File: src/rtl/config_loader.sv
// Word-serial configuration loader: assembles a bitstream in a shadow register and
// commits it atomically to config_out so the tile never sees a partial configuration.
module config_loader #(
    parameter int CONFIG_WIDTH = 644,
    parameter int WORD_WIDTH   = 8
) (
    input  logic                    clock,
    input  logic                    nreset,
    input  logic                    start,
    input  logic [WORD_WIDTH-1:0]   data_in,
    input  logic                    data_valid,
    output logic                    data_ready,
    output logic                    busy,
    output logic                    config_done,
    output logic [CONFIG_WIDTH-1:0] config_out
);

    localparam int NWORDS   = (CONFIG_WIDTH + WORD_WIDTH - 1) / WORD_WIDTH;
    localparam int CNT_W    = $clog2(NWORDS + 1);
    localparam int SHADOW_W = NWORDS * WORD_WIDTH;
    localparam logic [CNT_W-1:0] LAST_IDX = CNT_W'(NWORDS - 1);

    typedef enum logic [1:0] {
        IDLE   = 2'd0,
        LOAD   = 2'd1,
        COMMIT = 2'd2
    } state_t;

    state_t                  state_q,  state_d;
    logic [CNT_W-1:0]        count_q,  count_d;
    logic [SHADOW_W-1:0]     shadow_q, shadow_d;
    logic [CONFIG_WIDTH-1:0] config_q, config_d;
    logic                    done_q,   done_d;

    always_ff @(posedge clock or negedge nreset) begin
        if (!nreset) begin
            state_q  <= IDLE;
            count_q  <= '0;
            shadow_q <= '0;
            config_q <= '0;
            done_q   <= 1'b0;
        end else begin
            state_q  <= state_d;
            count_q  <= count_d;
            shadow_q <= shadow_d;
            config_q <= config_d;
            done_q   <= done_d;
        end
    end

    always_comb begin
        state_d  = state_q;
        count_d  = count_q;
        shadow_d = shadow_q;
        config_d = config_q;
        done_d   = done_q;
        case (state_q)
            IDLE: begin
                if (start) begin
                    state_d = LOAD;
                    count_d = '0;
                    done_d  = 1'b0;
                end
            end
            LOAD: begin
                // A restart wins over a word presented on the same edge; that word is dropped.
                if (start) begin
                    count_d = '0;
                end else if (data_valid) begin
                    shadow_d = {data_in, shadow_q[SHADOW_W-1:WORD_WIDTH]};
                    count_d  = count_q + CNT_W'(1);
                    if (count_q == LAST_IDX) begin
                        state_d = COMMIT;
                    end
                end
            end
            COMMIT: begin
                config_d = shadow_q[CONFIG_WIDTH-1:0];
                done_d   = 1'b1;
                state_d  = IDLE;
            end
            default: begin
                state_d = IDLE;
            end
        endcase
    end

    assign data_ready  = (state_q == LOAD);
    assign busy        = (state_q != IDLE);
    assign config_done = done_q;
    assign config_out  = config_q;

endmodule
File: config.mk
export PLATFORM = sky130hd
export DESIGN_NAME = config_loader
export DESIGN_NICKNAME = d
export VERILOG_FILES = /design/src/rtl/config_loader.sv
export SDC_FILE = /design/constraint.sdc
export NUM_CORES = 1
export LEC_CHECK = 0
export CAP_MARGIN = 30
export CORE_MARGIN = 4
export CORE_UTILIZATION = 60
export CTS_BUF_LIST = sky130_fd_sc_hd__clkbuf_4 sky130_fd_sc_hd__clkbuf_8
export DETAILED_ROUTE_END_ITERATION = 12
export GPL_ROUTABILITY_DRIVEN = 0
export PLACE_DENSITY = 0.86
export RECOVER_POWER = 25
export SLEW_MARGIN = 25
export SYNTH_ARGS = -nofsm -noshare
export SYNTH_HDL_FRONTEND = slang
export SYNTH_SLANG_ARGS = --single-unit
export TNS_END_PERCENT = 1
File: constraint.sdc
create_clock -name clock -period 2.9 [get_ports clock]
set_input_delay 0.58 -clock clock [delete_from_list [all_inputs] [get_ports clock]]
set_output_delay 0.58 -clock clock [all_outputs]
set_load 0.1 [all_outputs]
# Word-level counts from Yosys, hierarchy flattened
# Index checks and enable logic that the tools add are counted.
op_classes:
  n_addsub: 1
  n_eq_ne: 8
  mux: 11
  bitwise: 1
  n_reduce_logical: 8
op_table:
  columns: ["cell", "count"]
  rows:
  - ["2-to-1 mux 7 bit", 3]
  - ["case mux 7 bit (2 select lines)", 1]
  - ["2-to-1 mux 2 bit", 4]
  - ["adder 7 x 1 -> 7 bit (second input constant)", 1]
  - ["== test 7 bit (second input constant)", 1]
  - ["!= test 2 bit (second input constant)", 3]
  - ["AND reduction 3 bit", 2]
  - ["nonzero test 2 bit", 3]
  - ["case mux 2 bit (2 select lines)", 1]
  - ["AND reduction 4 bit", 1]
  - ["!= test 3 bit (second input constant)", 1]
  - ["== test 2 x 1 -> 1 bit (second input constant)", 1]
  - ["== test 2 bit (second input constant)", 1]
  - ["zero test 2 bit", 1]
  - ["!= test 2 x 1 -> 1 bit (second input constant)", 1]
  - ["case mux 1 bit (2 select lines)", 1]
  - ["AND reduction 2 bit", 1]
  - ["2-to-1 mux 1 bit", 1]
  - ["inverter 1 bit", 1]
totals:
  regBits: 1302
  input_bits: 12
  out_inout_bits: 647
  elab_cells: 34

# Depth between registers and ports, before layout
# Gate-level depths: netlist (run 1).
depth:
  depth_word: 5
  mapped_depth: 6
  ltp_nobuf: 5

# Worst setup path before layout (run 1)
# Ideal clock, no wire load.
synth_path:
  path_kind: "flip-flop to output port"
  start: "register state_q[1]"
  end: "output data_ready"
  arrival_ns: 1.893
  t_required_ns: 2.320
  path_slack_ns: 0.427
  path_stages_with_launch: 3
  n_path_buf: 1
  cell_sequence: "dfrtp_1 clkbuf_1 nor2b_1"
synth_between:
  elab_chain_len: 1
synth_rtl:
  columns: ["item", "line_no", "source"]
  rows:
  - ["start: declaration", "29", "state_t state_q, state_d;"]
  - ["start signal: assignment", "43", "state_q <= state_d;"]
  - ["== test 2 x 1 -> 1 bit", "88", "assign data_ready = (state_q == LOAD);"]
  - ["end: declaration", "12", "output logic data_ready,"]
# Every way passes these cells.

# Worst setup path in the final report (run 1)
# Ends and elaborated chain as after synthesis.

==> results of run 1 <==
## final cells by class
type | instances | area [sq um]
flip-flops and latches | 1302 | 32600
diodes | 2 | 5.00
fillers | 4933 | 21400
clock buffers | 304 | 3660
repair buffers | 755 | 6180
multi-input cells | 2632 | 15100
inverters | 3 | 11.3
well taps | 1060 | 1330
clock inverters | 31 | 288
## Yosys cell counts, drive strengths merged (2+ instances only)
library cell  number  share of area
a21oi              2        0.00020
a21boi             4        0.00061
nand2b             3        0.00054
inv                3        0.00023
o21ai              7        0.00072
buf              196          0.024
mux2             644           0.15
nand3              4        0.00041
nand2           1950           0.15
dfrtp           1302           0.67
clkbuf            22         0.0017
o31ai              3        0.00046
ha                 2        0.00051
or4                4        0.00061
## critical path, cell delays in order, from the launching register on
cell and delay [ns]:
dfrtp_1 0.54, nor2b_1 0.29, buf_4 0.34
## registers in the layout, indices dropped and copies added (netlist names)
register	count
state_q	2
config_done	1
config_out	644
count_q	7
shadow_q	648
## cell families after synthesis
logic type               after synthesis  synth area share
AND/OR/NAND/NOR                     1969             0.153
flip-flops                          1302             0.667
multiplexers                         644             0.152
buffers and inverters                221            0.0255
AO/OA/AOI/OAI                         17           0.00215
adder cells (fa/ha/maj)                2          0.000512
## where the power goes
group          total (mW)  switching, mW  internal (mW)
Combinational        1.18          0.882          0.297
Sequential           18.9          0.323           18.5
Clock                15.1           7.00           8.15
Total                35.2           8.20           27.0
## repair_timing
action / CTS / global route
endpoints found under the setup margin: 0 / 0
setup buffers: 0 / 0
endpoints found under the hold margin: 78 / 0
resized for setup: 0 / 0
hold buffers: 1 / 0
## worst max path at each step
stage,to,slack (ns),depth (start not counted)
CTS,data_ready,0.19,2
global placement,shadow_q[462],0.53,6
detailed placement,shadow_q[231],0.45,6
floorplan,data_ready,0.43,2
global route,config_out[418],0.17,4
finish,data_ready,0.34,2
## through the flow
stage                     cells  cell area, sq um  hold slack [ns]   util  setup WS [ns]
after floorplan            4155             48900            0.284      -          0.427
after global placement     5751             55300            0.453  0.686          0.533
after detailed placement   5751             55300            0.461  0.686          0.447
after CTS                  6087             59200            0.222  0.735          0.192
after global routing       6089             59100            0.258  0.734          0.167
final                      6089             59100            0.319  0.734          0.338
## metal layers
layer,part of all wire,track usage
met1,0.39,0.370
met2,0.48,0.455
met3,0.074,0.0723
met4,0.055,0.150
met5,0,0
==> flow_summary.ini, run 1 <==
[floorplan]
core_area_sq_um = 80500
start_util = 0.606
die_x_um = 293
ioPinCount = 659
die_h_um = 293
num_rows = 104
die-area_sq_um = 86000

[synthesis]
synth_nets = 4169
avgSynthCellArea_sq_um = 11.8
yosysSeqAreaShare = 0.667
ys_ff_latch = 1302
syn_inst = 4155
synth_area_sq_um = 48900
ys_types = 27
ys.flop_type = dfrtp_1
ys_warn_count = 0
synth-edff-count = 0
synthArstFlopShare = 1.00

[sta]
setup_viol = 0
period_share = 0.883
drv_slew = 88
finalCriticalPeriod_ns = 2.56
report.final.hold_viol_count = 0
tns_ns = 0
rsz0062_at_grt = no
fmax_ghz = 0.390
skew_ns = 0.0483
slew_headroom = -0.203
worst_pin_slew_ns = 1.81

[drt]
drtIter0Drc = 2383
viasPerCell = 5.45
drt-pass1-iter-count = 7
wl_per_cell_um = 20.3
num_vias = 33200
wl_um = 124000
final_antenna_net_count = 0
drc = 0

[setup_path]
crit_type = flop to output port
cp.required_ns = 2.32
startpoint_type = flop
cp-startpoint = state_q[1]
reg2reg_from = state_q[0]
rrSetupSlack_ns = 0.81
crit_arrival_ns = 1.98
crit_path_max_fanout = 13
r2r-end = config_out[231]
reg2regPathDepth = 4
end_kind = output port

[placement]
port_buffers = 658
hpwl_um = 84100

[pwr]
p_per_area_nw_per_um2 = 595
power.total_mw = 35.2
vdd_drop_max_mv = 0.405
p_leak_nw = 33.9

[clock_network]
clockRootBuffer = clkbuf_8
clock_sinks = 1302
clk_pin_slew_worst_paths_ns = 0.06
h-tree-depth = 4
cts_buffers = 195
cts_tree = yes
clockBufferDepth = 3
insertion_delay_ns = 0.81

[outcome]
status = finished, violations left
violations = max-capacitance violations, max-slew violations

[global_route]
grt_usage = 0.287
grt_pass1_vias = 34400
grt_max_degree = 101
overflow = 0
grt_pass1_wl_um = 194000
antenna_found_initial = 1

[worst_hold_path]
worstHoldEndpoint = shadow_q[644]
whs_path_depth = 3
min_path_type = input pin to flop
min_from = data_in[4]

[layout]
final_nets = 4903
drive_above_1_share = 0.343
area_growth_pct = 21.0
final_cell_mix = nand2_1, dfrtp_1, buf_4
layout_commonest_cell = nand2_1

[run]
drv_cap = 1
(Power assumes the default switching activity.)
==> run 2: changes to the inputs <==
--- a/config.mk
+++ b/config.mk
@@ -11,6 +11,7 @@
 export CTS_BUF_LIST = sky130_fd_sc_hd__clkbuf_4 sky130_fd_sc_hd__clkbuf_8
 export DETAILED_ROUTE_END_ITERATION = 12
 export GPL_ROUTABILITY_DRIVEN = 0
+export HOLD_SLACK_MARGIN = 0.03
 export PLACE_DENSITY = 0.86
 export RECOVER_POWER = 25
 export SLEW_MARGIN = 25
==> results of run 2 <==
Final layout, timing and power as in run 1 (identical DEF).
==> run 3: changes to the inputs <==
--- a/config.mk
+++ b/config.mk
@@ -12,7 +12,7 @@
 export DETAILED_ROUTE_END_ITERATION = 12
 export GPL_ROUTABILITY_DRIVEN = 0
 export HOLD_SLACK_MARGIN = 0.03
-export PLACE_DENSITY = 0.86
+export PLACE_DENSITY = 0.89
 export RECOVER_POWER = 25
 export SLEW_MARGIN = 25
 export SYNTH_ARGS = -nofsm -noshare
==> constraint.sdc (replaced) <==
create_clock -name clock -period 2.9 [get_ports clock]
set_input_delay 0.29 -clock clock [delete_from_list [all_inputs] [get_ports clock]]
set_output_delay 0.29 -clock clock [all_outputs]
set_load 0.1 [all_outputs]
==> flow_summary.ini, run 3 (synthesis gave the netlist of run 1 again) <==
[outcome]
violations = max-capacitance violations, max-slew violations
status = finished, violations left

[layout]
fin_area_sq_um = 59200
layout_commonest_cell = nand2_1
largest_reg_flops = 648
final_cell_mix = nand2_1, dfrtp_1, buf_4
stdcell_count = 6089
utilization = 0.736
fillers = 4751
drive_above_1_share = 0.341
area_growth_pct = 21.3
top_register = shadow_q
final_nets = 4897

[sta]
hold_slack_ns = 0.179
skew_ns = 0.0700
drv_slew = 99
finalCriticalPeriod_ns = 2.35
report.final.hold_viol_count = 0
rsz0062_at_grt = no
tns_ns = 0
worst_pin_slew_ns = 2.08
slew_headroom = -0.389
fmax_ghz = 0.426
setup_viol = 0
period_share = 0.810

[worst_hold_path]
min_path_type = input pin to flop
whs_path_depth = 3

[pwr]
p_per_area_nw_per_um2 = 605
intPower_mw = 27.5
switching_share = 0.233
pwr-share-seq = 0.526
p_leak_nw = 34.0
p_clk_frac = 0.441
p_switching_mw = 8.36
vdd_drop_max_mv = 0.450
power_frac_comb = 0.033

[setup_path]
path_cells = dlygate4sd3_1, clkbuf_4, clkbuf_2
end_kind = async pin
crit_slowest_cell = clkbuf_4
crit_family = buffers and inverters
crit_type = input pin to async pin
crit_path_max_fanout = 111
cpPeakStageDelay_ns = 1.41
crit_arrival_ns = 3.17
cp.required_ns = 3.72
reg2regPathDepth = 3
path_buf_inv = 3
worst-path-stages = 3
startpoint_type = input pin

[drt]
wl_per_cell_um = 21.3
num_vias = 33900
viasPerCell = 5.57
drt-pass1-iter-count = 5
drtIter0Drc = 2693
final_antenna_net_count = 0
wl_um = 129000
drc = 0

[clock_network]
cts-hold-fix-buffers = 8
clockBufferDepth = 3
h-tree-depth = 4
cts_tree = yes
cts_buffers = 190
post_cts_resized = 0
post_cts_buffers = 0
clockRootBuffer = clkbuf_8
clk_pin_slew_worst_paths_ns = 0.06
clock_sinks = 1302
insertion_delay_ns = 0.82

[global_route]
grt_pass1_vias = 35500
grt_usage = 0.300
grt_pass1_wl_um = 203000
overflow = 0
antenna_found_initial = 3
grt_max_degree = 112

[floorplan]
die_h_um = 293
ioPinCount = 659
num_rows = 104
core_area_sq_um = 80500
die-area_sq_um = 86000
start_util = 0.606
die_x_um = 293

[run]
drv_cap = 1

[placement]
hpwl_um = 83700
dp.cells = 5743
place_area_sq_um = 55100
port_buffers = 658
==> run 3: cell types whose count changed in the layout (fill, tap and decap cells not counted), sizes merged <==
cell         delta
clkbuf         +11
clkinv         -11
buf             -8
dlygate4sd3     +7
bufinv          +1
==> run 3: path summary, 6_finish.rpt <==
| path | from | end | slack (ns) |
|---|---|---|---|
| max | nreset | shadow_q[476] | 0.55 |
| min | start | state_q[0] | 0.18 |
| max reg2reg | state_q[1] | config_out[178] | 0.84 |
| min reg2reg | shadow_q[611] | shadow_q[603] | 0.46 |
| max in group clock | state_q[1] | busy | 0.57 |
| min in group asynchronous | nreset | config_out[643] | 0.59 |
==> run 3: area by class of cell <==
type                    count  area, sq um  share of cell area
flip-flops and latches   1302        32600               0.550
multi-input cells        2632        15100               0.254
repair buffers            754         6120               0.103
clock buffers             315         3880              0.0656
well taps                1060         1330              0.0224
clock inverters            21          270             0.00456
inverters                   3         11.3            0.000190
diodes                      2         5.00           0.0000845
==> run 3: per-layer routing <==
metal | vias up | track usage | share of wire
li1 | 14700 | - | -
met2 | 1524 | 0.480 | 0.48
met3 | 425 | 0.0711 | 0.078
met5 | - | 0 | 0
met1 | 17200 | 0.378 | 0.37
met4 | 0 | 0.176 | 0.065
==> run 3: tightest hold or removal path, stage by stage <==
cell and delay, ns:
clkdlybuf4s50_1 0.50, inv_1 0.11, a21oi_1 0.06
==> run 3: power by group through the flow <==
stage / logic (mW) / clock network [mW] / registers, mW
after CTS: 1.20 / 16.0 / 18.8
after global routing: 1.34 / 16.9 / 18.9
after floorplan: 0.546 / 0 / 19.1
after detailed placement: 1.18 / 0 / 19.2
after global placement: 1.13 / 0 / 19.1
final: 1.16 / 15.8 / 18.9
==> run 3: per-stage QoR <==
step / worst slack, ns / power (mW)
floorplan: 0.717 / 19.6
CTS: 0.487 / 36.1
global route: 0.269 / 37.1
finish: 0.552 / 35.8
global placement: 0.791 / 20.3
detailed placement: 0.747 / 20.3
